[src/rtl/weight_load_pkg.sv]
// Shared model-select codes, load sequencer state type and start validation
// for the weight ROM/RAM load controller.
package weight_load_pkg;

   localparam logic [1:0] MODEL_NONE = 2'b00;
   localparam logic [1:0] MODEL_A    = 2'b01;
   localparam logic [1:0] MODEL_B    = 2'b10;

   typedef enum logic [1:0] {
      IDLE,
      STREAM,
      DRAIN,
      DONE
   } load_state_e;

   function automatic logic model_sel_ok(input logic [1:0] sel);
      return (sel == MODEL_A) || (sel == MODEL_B);
   endfunction

endpackage

[src/rtl/weight_decrypt.sv]
// Combinational weight decryption: plain = data XOR rotl(key, addr mod N).
module weight_decrypt #(
   parameter int N  = 8,
   parameter int AW = 4
) (
   input  logic [N-1:0]  key,
   input  logic [AW-1:0] addr,
   input  logic [N-1:0]  data,
   output logic [N-1:0]  plain
);

   logic [31:0]  amt;
   logic [N-1:0] key_rot;

   // amt < N, so the right shift by N-amt is at most N and yields 0 when amt = 0
   always_comb begin
      amt     = 32'(addr) % 32'(N);
      key_rot = (key << amt) | (key >> (32'(N) - amt));
      plain   = data ^ key_rot;
   end

endmodule

[src/rtl/weight_load_ctrl.sv]
// Weight load sequencer: streams a model ROM through decryption into the weight
// RAM and arbitrates the RAM port with datapath reads. Optional checksum
// verification is enabled with WEIGHT_LOAD_CTRL_CHECKSUM_EN.
module weight_load_ctrl
   import weight_load_pkg::*;
#(
   parameter  int N     = 8,
   parameter  int DEPTH = 16,
   localparam int AW    = $clog2(DEPTH)
) (
   input  logic          clk,
   input  logic          rst,
   input  logic          start,
   input  logic [1:0]    model_sel,
   input  logic [N-1:0]  key,
   input  logic          abort,
   output logic [1:0]    active_model,
   output logic [AW-1:0] rom_addr,
   input  logic [N-1:0]  rom_data,
   output logic [AW-1:0] ram_addr,
   output logic [N-1:0]  ram_din,
   output logic          ram_write_en,
   input  logic [N-1:0]  ram_dout,
   input  logic          rd_req,
   input  logic [AW-1:0] rd_addr,
   output logic          rd_gnt,
   output logic          rd_valid,
   output logic [N-1:0]  rd_data,
   output logic          busy,
   output logic          done,
   output logic          err,
   output logic          weights_valid
`ifdef WEIGHT_LOAD_CTRL_CHECKSUM_EN
   ,
   input  logic [N-1:0]  expected_sum,
   output logic [N-1:0]  checksum
`endif
);

   load_state_e   state_q, state_d;
   logic [AW-1:0] rom_addr_q;
   logic [AW-1:0] wr_addr_q;
   logic          wr_pend_q;
   logic [1:0]    model_q;
   logic [N-1:0]  key_q;
   logic          err_q;
   logic          wv_q;
   logic          rd_valid_q;

   logic          in_idle;
   logic          start_ok;
   logic          start_bad;
   logic          last_issue;
   logic          issue;
   logic          aborting;
   logic          sum_ok;

   assign in_idle    = (state_q == IDLE);
   assign start_ok   = start && in_idle && model_sel_ok(model_sel);
   assign start_bad  = start && in_idle && !model_sel_ok(model_sel);
   assign last_issue = (rom_addr_q == AW'(DEPTH - 1));
   assign aborting   = abort && ((state_q == STREAM) || (state_q == DRAIN));
   // Address 0 is issued in the accepting IDLE cycle, the rest during STREAM
   assign issue      = start_ok || ((state_q == STREAM) && !abort);

   always_ff @(posedge clk or negedge rst) begin
      if (!rst) state_q <= IDLE;
      else      state_q <= state_d;
   end

   always_comb begin
      state_d = state_q;
      unique case (state_q)
         IDLE:    if (start_ok) state_d = STREAM;
         STREAM: begin
            if (abort)           state_d = IDLE;
            else if (last_issue) state_d = DRAIN;
         end
         DRAIN:   state_d = abort ? IDLE : DONE;
         DONE:    state_d = IDLE;
         default: state_d = IDLE;
      endcase
   end

   always_ff @(posedge clk or negedge rst) begin
      if (!rst) begin
         rom_addr_q <= '0;
         wr_addr_q  <= '0;
         wr_pend_q  <= 1'b0;
         model_q    <= MODEL_NONE;
         key_q      <= '0;
         err_q      <= 1'b0;
         wv_q       <= 1'b0;
         rd_valid_q <= 1'b0;
      end else begin
         err_q      <= start_bad;
         rd_valid_q <= rd_gnt;
         if (start_ok) begin
            model_q <= model_sel;
            key_q   <= key;
            wv_q    <= 1'b0;
         end
         if (issue) begin
            wr_addr_q  <= rom_addr_q;
            rom_addr_q <= rom_addr_q + 1'b1;
            wr_pend_q  <= 1'b1;
         end else begin
            wr_pend_q <= 1'b0;
            if (aborting) rom_addr_q <= '0;
         end
         if ((state_q == DONE) && sum_ok) wv_q <= 1'b1;
      end
   end

`ifdef WEIGHT_LOAD_CTRL_CHECKSUM_EN
   logic [N-1:0] exp_sum_q;

   always_ff @(posedge clk or negedge rst) begin
      if (!rst) begin
         checksum  <= '0;
         exp_sum_q <= '0;
      end else if (start_ok) begin
         checksum  <= '0;
         exp_sum_q <= expected_sum;
      end else if (ram_write_en) begin
         checksum <= checksum + ram_din;
      end
   end

   assign sum_ok = (checksum == exp_sum_q);
`else
   assign sum_ok = 1'b1;
`endif

   weight_decrypt #(
      .N  (N),
      .AW (AW)
   ) u_decrypt (
      .key   (key_q),
      .addr  (wr_addr_q),
      .data  (rom_data),
      .plain (ram_din)
   );

   assign active_model  = model_q;
   assign rom_addr      = rom_addr_q;
   assign ram_write_en  = wr_pend_q && !abort;
   assign rd_gnt        = rd_req && in_idle && !start;
   assign ram_addr      = wr_pend_q ? wr_addr_q : (rd_gnt ? rd_addr : '0);
   assign rd_valid      = rd_valid_q;
   assign rd_data       = ram_dout;
   assign busy          = !in_idle;
   assign done          = (state_q == DONE);
   assign err           = err_q || ((state_q == DONE) && !sum_ok);
   assign weights_valid = wv_q || ((state_q == DONE) && sum_ok);

endmodule
[config.mk]
export PLATFORM = sky130hd
export DESIGN_NAME = weight_load_ctrl
export DESIGN_NICKNAME = d
export VERILOG_FILES = /design/src/rtl/weight_load_pkg.sv /design/src/rtl/weight_decrypt.sv /design/src/rtl/weight_load_ctrl.sv
export SDC_FILE = /design/constraint.sdc
export NUM_CORES = 1
export LEC_CHECK = 0
export ABC_CLOCK_PERIOD_IN_PS = 3250
export CORE_MARGIN = 1
export CORE_UTILIZATION = 46
export CTS_CLUSTER_DIAMETER = 30
export DETAILED_ROUTE_END_ITERATION = 6
export GPL_ROUTABILITY_DRIVEN = 0
export HOLD_SLACK_MARGIN = 0.03
export PLACE_DENSITY = 0.81
export SETUP_SLACK_MARGIN = 0.15
export SLEW_MARGIN = 20
export SYNTH_ARGS = -nofsm -noshare
export SYNTH_HDL_FRONTEND = slang
export SYNTH_HIERARCHICAL = 1
export SYNTH_SLANG_ARGS = --single-unit
[constraint.sdc]
create_clock -name clk -period 3.25 [get_ports clk]
set_input_delay 0.65 -clock clk [delete_from_list [all_inputs] [get_ports clk]]
set_output_delay 0.65 -clock clk [all_outputs]
set_load 0.02 [all_outputs]
==> results of run 1 <==
power breakdown:
part	internal (mW)	switching (mW)
Clock	0.108	0.0915
Sequential	0.412	0.185
Combinational	0.902	0.997
Total	1.42	1.27
synth_stat cells, drive strengths merged (5+ instances only):
library cell / n
xor2: 5
buf: 18
dfrtp: 24
mux2i: 14
a21oi: 8
nand2: 22
ha: 7
mux2: 17
xnor2: 7
inv: 9
nor2: 12
nand3: 6
o21ai: 17
logic make-up after synthesis:
group	share of synthesized area (%)
buf+inv	9.02
simple gates	14.4
mux	20.9
flops	30.3
xor+xnor	5.68
fa+ha+maj	4.42
compound gates	15.3
worst max-delay path by stage:
stage,from,end,slack [ns],cells after the start
floorplan,wr_addr_q[0]$_DFFE_PN0P_,ram_din[3],0.30,7
global placement,wr_addr_q[1]$_DFFE_PN0P_,ram_din[3],0.20,7
detailed placement,wr_addr_q[1]$_DFFE_PN0P_,ram_din[3],0.16,7
CTS,wr_addr_q[1]$_DFFE_PN0P_,ram_din[3],0.14,7
global route,wr_addr_q[1]$_DFFE_PN0P_,ram_din[1],0.13,8
finish,wr_addr_q[1]$_DFFE_PN0P_,ram_din[3],0.29,7
state kept, by name, summed over array words and instances (netlist names):
signal        flops
state_q           2
active_model      2
err               1
rd_valid          1
rom_addr          4
wv_q              1
wr_addr_q         4
wr_pend_q         1
key_q             8
through the flow:
stage / utilization (%) / instance area, um2
3_3_place_gp: 61.5 / 2490
6_report: 63.3 / 2570
2_1_floorplan: - / 1980
4_1_cts: 62.9 / 2550
5_1_grt: 63.3 / 2570
3_5_place_dp: 61.5 / 2490
metal layers:
| layer | global-route usage, % | vias to the layer above | share of wire, % |
|---|---|---|---|
| li1 | - | 822 | - |
| met1 | 27.0 | 820 | 43 |
| met2 | 36.4 | 71 | 49 |
| met3 | 2.36 | 8 | 5.9 |
| met4 | 7.71 | 0 | 1.5 |
| met5 | 0 | - | 0 |
cell type report:
class,count,area (um2),area share [%]
Multi-Input combinational cell,154,1230,48.0
Timing Repair Buffer,62,586,22.8
Tap cell,50,62.6,2.43
Sequential cell,24,601,23.4
Clock buffer,4,55.1,2.14
Inverter,9,33.8,1.31
placed cells by master, fill, tap and decap left out, drive strengths merged, types with 3 or more instances in the layout:
master	synthesis	final
dfrtp	24	24
inv	9	9
nand2	22	22
ha	7	7
o21ai	17	17
buf	18	11
clkbuf	1	6
nor2	12	12
xor2	5	5
nand2b	3	3
mux4	3	3
a21oi	8	8
nand3	6	6
dlymetal6s2s	0	4
clkdlybuf4s50	0	39
mux2i	14	14
and2	3	3
mux2	17	17
dlygate4sd2	0	6
a221oi	3	3
xnor2	7	7
worst max-delay path, delay by kind of cell, from the launching register on:
family / cells / cell delay [ns]
compound gates: 1 / 0.09
xor+xnor: 1 / 0.15
flops: 1 / 0.38
simple gates: 2 / 0.86
fa+ha+maj: 1 / 0.28
buf+inv: 2 / 0.29
repair_timing:
action | CTS | global route
endpoints found under the setup margin | 8 | 8
gates cloned | 0 | 0
gates resized for setup | 10 | 11
==> summary.md, run 1 <==
| Metric | Value |
|---|---|
| Syn_area_per_cell | `just under 10 um2` |
| Initial Util | `between 40 and 50%` |
| Slowest cell on the critical path | `or4_1` |
| Rel. slew slack | `62.4%` |
| Die area | `4580 um2` |
| # nets final | `between 200 and 300` |
| Max-Cap Viols | `0` |
| Mapped Area | `between 1500 and 2000 um2` |
| Die height | `approximately 68 um` |
| Pwr Total | `2.70 mW` |
| Reg2Reg Launch Point | `state_q[0]$_DFFE_PN0P_` |
| Leak | `between 1 and 1.5 nW` |
| Cells after Synth | `about 210` |
| DR pass1 iterations | `4` |
| CTS Root Cell | `clkbuf_8` |
| Period utilization | `roughly 91%` |
| Hold Crit Class | `reg2reg` |
| CP Capture Type | `output port` |
| Area contributors post-synth | `dfrtp_1 30%, mux2i_1 7.1%, mux2_1 5.7%` |
| Hold path depth | `1` |
| Site Rows | `23` |
| Startpoint Class | `register` |
| Total number of vias | `between 1500 and 2000` |
| Clk sinks | `24` |
| Number of nets produced by synthesis | `approximately 250` |
| Status | `finished clean` |
| Starting DRT DRC Count | `156` |
| Cell Count Post-Placement | `around 300` |
| Data required time at the worst endpoint | `2.60 ns` |
| Worst-Skew Late Latency | `about 0.27 ns` |
| Yosys reg bits | `24` |
| Final hold vios | `0` |
| Clk buf depth | `2` |
| Final setup fails | `0` |
| Post-synthesis async set-or-reset flop share | `100%` |
| RSZ-0062 raised after global routing | `true` |
| Fillcell total | `365` |
| Pre-CTS setup slack | `approximately 0.16 ns` |
| Non-Filler Instances | `around 300` |
| Via-per-instance ratio | `5.68` |
| Synth Flop Type | `dfrtp_1` |
| Hold Path End | `wv_q$_DFFE_PN0P_` |
| Fmax | `0.337 GHz` |
| Final min period | `~3 ns` |
| Largest net degree at the start of global routing | `26` |
| Synth top area share | `a little under a third` |
| Clock Skew | `0.00287 ns` |
| Initial antenna violation count | `0` |
| Port Buffers | `51` |
| DRT antenna net count | `0` |
| Clock-pin transition on the worst setup and hold timing paths | `0.08 ns` |
| Routed WL per cell | `around 15 um` |
| Critical path's largest stage delay | `0.44 ns` |
| TritonCTS clock tree | `done` |
| Critical path peak fanout | `4` |
| Synth-to-layout area growth | `29.6%` |
| Number of global-route vias before repair | `between 1500 and 2000` |
| Overflow after GRT | `0` |
| H-tree depth | `1` |
| HP Start | `wv_q$_DFFE_PN0P_` |
| Setup bufs post-CTS | `0` |
| Critical path type | `reg2out` |
| Reg2reg path depth | `5` |
| CTS Hold Bufs | `0` |
| Pwr Density | `1050 nW/um2` |
| Core Area | `around 4100 um2` |
| TritonCTS Buffers | `3` |
| Synth area leader | `dfrtp_1` |
| DP HPWL | `3310 um` |
| WP data arrival | `2.31 ns` |
| Number of I/O pins | `68` |
| Global Route Usage Sum | `a little over a fifth` |
| Worst-margin pin slew | `0.560 ns` |
| Seq/Total Area, Yosys | `a little under a third` |
| Routed wire length | `about 4500 um` |
| Warnings from Yosys | `6` |
| Slew Limit Fails | `0` |
| First-pass GRT wire length | `just over 7000 um` |
| Hold_ws | `roughly 0.50 ns` |
| Drt drc | `0` |
| Post-synth EDFFs | `0` |
| Layout cell share with drive strength beyond 1 | `around 15%` |
| Peak VDD IR | `around 0.43 mV` |
| FF-to-FF setup slack | `roughly 1.3 ns` |
| Setup WS post-layout | `between 0.2 and 0.3 ns` |
| Synth cell types | `51` |
| Sequence of cells on the critical path | `inv_1 -> ha_1 -> or3b_1 -> or4_1 -> o221ai_2 -> xor2_1 -> clkbuf_2` |
| Diode count | `0` |
| Die width | `~68 um` |
| Final TNS setup | `0 ns` |
| Worst flop-to-flop path endpoint | `wr_addr_q[1]$_DFFE_PN0P_` |
(Power assumes the default switching activity.)
==> run 2, diff against run 1 <==
- REMOVE_ABC_BUFFERS: unset -> 1
- SLEW_MARGIN: 20 -> 25
==> summary.md, run 2 (synthesis results as in run 1) <==
| Metric | Value |
|---|---|
| Status | `finished clean` |
| CTS Root Cell | `clkbuf_8` |
| Worst-Skew Late Latency | `around 0.26 ns` |
| Cell Count Post-Placement | `between 200 and 300` |
| DP HPWL | `3300 um` |
| Clock Skew | `about 0.0044 ns` |
| # nets final | `295` |
| Clock-pin transition on the worst setup and hold timing paths | `~0.080 ns` |
| CP Capture Type | `output port` |
| Critical path peak fanout | `12` |
| Number of global-route vias before repair | `around 1700` |
| Overflow after GRT | `0` |
| Hold Crit Class | `reg2reg` |
| Switching share of power | `a little under half` |
| Reg with most FFs | `key_q` |
| WP data arrival | `around 2.3 ns` |
| Pwr Total | `around 2.7 mW` |
| Global Route Usage Sum | `21.7%` |
| Routed wire length | `around 4500 um` |
| Setup WS post-layout | `0.307 ns` |
| Initial antenna violation count | `0` |
| Fin util | `roughly 63%` |
| CTS Hold Bufs | `0` |
| Final TNS setup | `0 ns` |
| Layout cell share with drive strength beyond 1 | `about 16%` |
| TritonCTS Buffers | `3` |
| Internal | `between 1 and 1.5 mW` |
| Die area | `between 4000 and 5000 um2` |
| Number of I/O pins | `68` |
| Leak | `1.15 nW` |
| P_sw | `roughly 1.2 mW` |
| Routed WL per cell | `roughly 15 um` |
| Combinational group share of total power | `between 60% and 70%` |
| Starting DRT DRC Count | `between 100 and 150` |
| Max-Cap Viols | `0` |
| Pwr Density | `around 1100 nW/um2` |
| Die height | `a little under 70 um` |
| Commonest non-fill, non-tap cells in the layout | `39 x clkdlybuf4s50_1, 24 x dfrtp_1, 22 x nand2_1, 15 x o21ai_0, 14 x mux2i_1` |
| Pre-CTS setup slack | `~0.18 ns` |
| Startpoint Class | `register` |
| Non-Filler Instances | `about 300` |
| Port Buffers | `51` |
| Clk sinks | `24` |
| Final instance area | `about 2600 um2` |
| Period utilization | `between 90 and 100%` |
| Number of flip-flops in the largest register | `8` |
| Most common cell after layout, fill and taps aside | `clkdlybuf4s50_1` |
| DRT antenna net count | `0` |
| Clk pwr share | `9.5%` |
| Total number of vias | `1751` |
| Peak VDD IR | `0.477 mV` |
| Diode count | `0` |
| Hold_ws | `0.484 ns` |
| H-tree depth | `1` |
| Initial Util | `around half` |
| Critical path type | `reg2out` |
| Final hold vios | `0` |
| Data required time at the worst endpoint | `~2.6 ns` |
| Slew Limit Fails | `0` |
| Clk buf depth | `2` |
| Worst-margin pin slew | `approximately 0.57 ns` |
| DR pass1 iterations | `4` |
| Synth-to-layout area growth | `29.3%` |
| Core Area | `a little over 4000 um2` |
| Final min period | `between 2 and 3 ns` |
| RSZ-0062 raised after global routing | `false` |
| Fmax | `between 0.3 and 0.4 GHz` |
| Sequential share of power | `22.0%` |
| Rel. slew slack | `61.5%` |
| Final setup fails | `0` |
| Drt drc | `0` |
| First-pass GRT wire length | `around 7400 um` |
| Placed cell areas | `2490 um2` |
| TritonCTS clock tree | `done` |
| Site Rows | `23` |
| Largest net degree at the start of global routing | `26` |
| Via-per-instance ratio | `5.80` |
| Die width | `around 68 um` |
-- run 2: cell types whose count changed in the layout (fill, tap and decap cells not counted) --
cell           before  now
bufinv_16           0    1
dlygate4sd2_1       6    3
clkbuf_2            2    5
a32oi_1             1    2
buf_6               0    1
buf_4              11    9
clkbuf_8            4    3
a32oi_2             1    0
-- run 2: worst paths after layout --
check | cells after the start | slack (ns) | to | from
worst max register to register | 5 | 1.28 | wr_addr_q[1]$_DFFE_PN0P_ | state_q[0]$_DFFE_PN0P_
worst max-delay path | 9 | 0.31 | ram_din[0] | wr_addr_q[1]$_DFFE_PN0P_
min in group asynchronous | 2 | 0.73 | state_q[1]$_DFFE_PN0P_ | rst
worst min-delay path | 1 | 0.48 | wv_q$_DFFE_PN0P_ | wv_q$_DFFE_PN0P_
max in group asynchronous | 2 | 2.29 | key_q[2]$_DFFE_PN0P_ | rst
worst min register to register | 1 | 0.48 | wv_q$_DFFE_PN0P_ | wv_q$_DFFE_PN0P_
-- run 2: routing by layer --
metal / share of wire, % / track usage, % / vias up
met5: 0 / 0 / -
met4: 1.1 / 7.18 / 0
met3: 7.5 / 6.08 / 7
li1: - / - / 820
met1: 41 / 25.3 / 850
met2: 50 / 37.9 / 74
-- run 2: power by group through the flow --
| stage | combinational [mW] | clock, mW | sequential, mW |
|---|---|---|---|
| 6_report | 1.85 | 0.255 | 0.595 |
| 5_1_grt | 2.02 | 0.277 | 0.621 |
| 4_1_cts | 1.85 | 0.263 | 0.590 |
| 3_5_place_dp | 1.91 | 0 | 0.595 |
| 3_3_place_gp | 1.88 | 0 | 0.588 |
| 2_1_floorplan | 1.20 | 0 | 0.619 |
-- run 2: repair_timing --
action / 4_1_cts / 5_1_grt
setup buffers: 0 / 0
resized for setup: 10 / 16
gates cloned: 0 / 0
endpoints found under the setup margin: 8 / 10
-- run 2: critical path, stage by stage (launching register included) --
cell and delay (ns):
dfrtp_1 0.38, inv_1 0.11, ha_1 0.23, buf_4 0.21, mux2_1 0.34, o2bb2ai_1 0.13, mux2i_1 0.19, o2bb2ai_2 0.14
xnor2_1 0.12, clkbuf_2 0.19
-- run 2: cell type report --
type / instances / area, um2
clock buffer: 3 / 41.3
clock inverter: 1 / 30.0
fill: 355 / 1490
inverter: 9 / 33.8
multi-input combinational: 154 / 1220
sequential: 24 / 601
tap: 50 / 62.6
timing repair buffer: 61 / 571
==> run 3, diff against run 2 <==
- ABC_CLOCK_PERIOD_IN_PS: 3250 -> unset
==> results of run 3 <==
The final DEF is identical to that of run 2; final timing and power are the same.
==> variant 1: new RTL, settings of run 2 <==
Change the parameter `DEPTH` from 16 to 32.
--- a/src/rtl/weight_load_ctrl.sv
+++ b/src/rtl/weight_load_ctrl.sv
@@ -5,7 +5,7 @@
    import weight_load_pkg::*;
 #(
    parameter  int N     = 8,
-   parameter  int DEPTH = 16,
+   parameter  int DEPTH = 32,
    localparam int AW    = $clog2(DEPTH)
 ) (
    input  logic          clk,
Interface: changed (resized ram_addr, rd_addr and rom_addr); port bits go from 68 to 71. No check against the original RTL was run, so the function may have changed too.
==> variant 1 against run 2 <==
Setup slack got worse by 0.071 ns; sequential share of layout area increased by 0.63 points; routed wire length is 6.0% higher; maximum frequency fell by 2.4%; sequential cell count increased by 2; synthesized area grew 6.6%; via count rose by 2.1%; total power up 9.0%; final area rose by 5.5%; largest cell class unchanged.
==> variant 1: results (changes against run 2) <==
grt:
  grt_pass1_wl_mm: 8.26  # +12%
  use_met2_pct: 32.1  # -5.8 points
  grt_pass1_vias: 1784  # +7.0%
  met1_usage_pct: 27.9  # +2.5 points
  met3_usage_pct: 3.78  # -2.3 points
  grt_max_degree: 27  # +3.8%
  track_usage_pct: 20.5  # -1.3 points
synthesis:
  synth_fa_ha_area_share_pct: 4.14  # -0.27 points
  ys_seq_area_share_pct: 30.8  # +0.49 points
  synth_common_cells: "nand2_1 (28), dfrtp_1 (26), mux2i_1 (17)"
  synth-compound-area-share_pct: 14.1  # -1.2 points
  yosysUniqueCellTypes: 56  # +9.8%
  synthXorXnorAreaFrac_pct: 5.74  # +0.061 points
  postSynthAreaPerCell_um2: 9.88  # +2.6%
  synthArstFlopShare_pct: 100  # unchanged
  yosysWarnings: 6  # unchanged
  synthMuxAreaShare_pct: 22.1  # +1.2 points
  synth_area_leaders: "dfrtp_1 (31%), mux2i_1 (8.0%), mux2_2 (5.9%), nand2_1 (5.0%), buf_4 (4.3%)"
critical_path:
  r2r_cells: 6  # +1
  worstPathArrival_ns: 2.36  # +0.07 ns
  cpMaxStageDelayCell: "a221oi_1"
  critPathTopFamily: "compound AO/OA/AOI/OAI gates"
  slowest_delay_ns: 0.40  # +0.02 ns
  cp_max_fo: 4  # -8
drt:
  dr_wl_met3_um: 314  # -6.5%
  drt_iter0_drc: 164  # +30%
  dr_wl_met2_mm: 2.20  # -2.0%
  viasPerCell: 5.66  # -2.4%
  post_drt_wl_per_cell_um: 15.1  # +1.3%
  topRoutingLayerUsed: "met4"
  wl_met1_mm: 2.19  # +17%
  dr.pass1.iters: 4  # unchanged
finish:
  drive_above_1_share_pct: 17.4  # +1.6 points
  finalNetCount: 308  # +4.4%
  n_antenna_cell: 0  # unchanged
  stdcell_count: 316  # +4.6%
  max_flop_register: "key_q"
pwr:
  vdd.ir_drop.worst_mv: 0.502  # +5.1%
  power_leakage_nw: 1.15  # -0.26%
sta:
  skew_ns: 0.00339  # -0.000998 ns
  tightest_slew_ns: 0.562  # -0.0118 ns
place:
  portBuffers: 54  # +5.9%
  place_ws_ns: 0.161  # -0.0174 ns
  dp_hpwl_mm: 3.46  # +4.8%
  dpl_cell_area_um2: 2660  # +7.0%
status:
  status: "completed"
worst_hold_path:
  worstHoldPathType: "reg2reg"
  whs_path_depth: 1  # unchanged
cts:
  htreeDepth: 1  # unchanged
  cts_root_buffer: "clkbuf_8"
==> variant 1: worst paths after layout <==
check | startpoint | end | slack, ns
worst max-delay path | wr_addr_q[1] | ram_din[5] | 0.24
worst min-delay path | wr_addr_q[3] | wr_addr_q[3] | 0.53
worst max register to register | state_q[0] | rom_addr[2] | 1.20
worst min register to register | wr_addr_q[3] | wr_addr_q[3] | 0.53
max in group asynchronous | rst | key_q[0] | 2.26
min in group asynchronous | rst | key_q[2] | 0.74
==> variant 1: power breakdown <==
part	internal [mW]	total, mW	switching [mW]
combinational	1.01	2.09	1.08
sequential	0.452	0.643	0.191
clock	0.108	0.207	0.0983
total	1.57	2.94	1.37
==> variant 1: stage by stage <==
stage,power (mW),utilization [%],setup TNS (ns)
floorplan,2.03,-,-0.0657
global placement,2.77,60.7,0
detailed placement,2.82,60.7,0
CTS,2.94,61.7,0
global route,3.16,61.7,0
finish,2.94,61.7,0
==> variant 1: what timing repair did <==
item                       4_1_cts  5_1_grt
pin swaps                        0        0
buffers inserted                 0        0
gates resized for setup          8        8
cloned                           0        0
setup endpoints to repair        8        9
hold endpoints to repair         0        0
==> variant 1: cell families after synthesis <==
family                   count (synthesis)
AND/OR/NAND/NOR                         62
multiplexers                            38
XOR/XNOR                                13
adder cells (fa/ha/maj)                  7
AO/OA/AOI/OAI                           40
flip-flops                              26
buffers and inverters                   28
==> variant 1: area by class of cell <==
cell class | count | area, um2
repair buffers | 65 | 611
fillers | 374 | 1680
well taps | 52 | 65.1
inverters | 9 | 33.8
clock buffers | 4 | 55.1
flip-flops and latches | 26 | 651
multi-input cells | 160 | 1290
==> variant 2: new RTL, flow settings as in run 2 <==
Without the edit above. Encoding of `load_state_e`: now Gray code (2 bits for 4 states).
--- a/src/rtl/weight_load_pkg.sv
+++ b/src/rtl/weight_load_pkg.sv
@@ -7,10 +7,10 @@
    localparam logic [1:0] MODEL_B    = 2'b10;
 
    typedef enum logic [1:0] {
-      IDLE,
-      STREAM,
-      DRAIN,
-      DONE
+      IDLE   = 2'b00,
+      STREAM = 2'b01,
+      DRAIN  = 2'b11,
+      DONE   = 2'b10
    } load_state_e;
 
    function automatic logic model_sel_ok(input logic [1:0] sel);
Function: no difference found for any inputs over 10 cycles, from zero or initial values and one cycle with rst low; not proved beyond that.
==> variant 2 against run 2 <==
Non-clock buffer count rose by 3; synthesized area fell by 1.3%; sequential cell count did not move; final area fell by 0.24%; combinational power fell by 3%; routed wire length rose by 0.80%; setup slack got worse by 0.057 ns; total power fell by 4.2%; register-to-register slack improved by 0.41 ns; clock skew rose by 0.0038 ns; final cell count fell by 4.6%; critical path type unchanged; largest power group unchanged.
==> variant 2: results (changes against run 2) <==
status:
  status: "completed"
worst_hold_path:
  hold_end: "wr_addr_q[3]"
  min-delay-start: "wr_addr_q[3]"
grt:
  met3_usage_pct: 3.38  # -2.7 points
  track_usage_pct: 20.4  # -1.3 points
  met1_usage_pct: 25.4  # +0.053 points
  use_met2_pct: 36.0  # -1.9 points
synthesis:
  synth_area_leaders: "dfrtp_1 (31%), mux2i_1 (7.2%), mux2_2 (5.8%), buf_4 (4.6%), mux2_4 (3.8%)"
  yosysUniqueCellTypes: 58  # +14%
  synth_common_cells: "dfrtp_1 (24), mux2i_1 (14), nand2_1 (14)"
  synth-compound-area-share_pct: 17.9  # +2.6 points
drt:
  drt_wl_total_mm: 4.54  # +0.80%
  post_drt_wl_per_cell_um: 15.7  # +5.7%
  drt_iter0_drc: 113  # -10%
  dr_wl_met2_mm: 2.25  # +0.40%
  viasPerCell: 5.67  # -2.3%
sta:
  whs_ns: 0.534  # +0.0495 ns
critical_path:
  cp_max_fo: 6  # -6
  regToRegSetupSlack_ns: 1.69  # +0.41 ns
  critPathTopFamily: "buffers and inverters"
  r2r-end: "wr_addr_q[3]"
  r2r_cells: 3  # -2
  slowest_delay_ns: 0.35  # -0.03 ns
finish:
  fillCellCount: 336  # -5.4%
  drive_above_1_share_pct: 23.1  # +7.2 points
place:
  dp_hpwl_mm: 3.26  # -1.3%
==> variant 2: cell types whose count changed after synthesis, moves of 3 or more <==
cell / change
a22o_1: +5
mux2_1: -8
nand3_1: -4
o21ai_0: -9
mux2_2: +5
nand2_1: -8
ha_1: -5
mux2_4: +3
nor2_1: -3
==> variant 2: power breakdown <==
| group | switching, mW | internal [mW] |
|---|---|---|
| Sequential | 0.139 | 0.386 |
| Combinational | 0.927 | 0.871 |
| Clock | 0.0960 | 0.165 |
| Total | 1.16 | 1.42 |
==> variant 2: what timing repair did <==
action,in CTS,in global routing
buffers inserted,0,0
gates cloned,0,0
resized for setup,15,6
setup endpoints to repair,12,3
==> variant 2: area by class of cell <==
cell class / count / area, um2 / area share (%)
inverter: 7 / 26.3 / 1.03
tap: 50 / 62.6 / 2.45
timing repair buffer: 64 / 586 / 22.9
sequential: 24 / 601 / 23.5
multi-input combinational: 139 / 1210 / 47.4
clock buffer: 3 / 41.3 / 1.61
clock inverter: 1 / 30.0 / 1.17
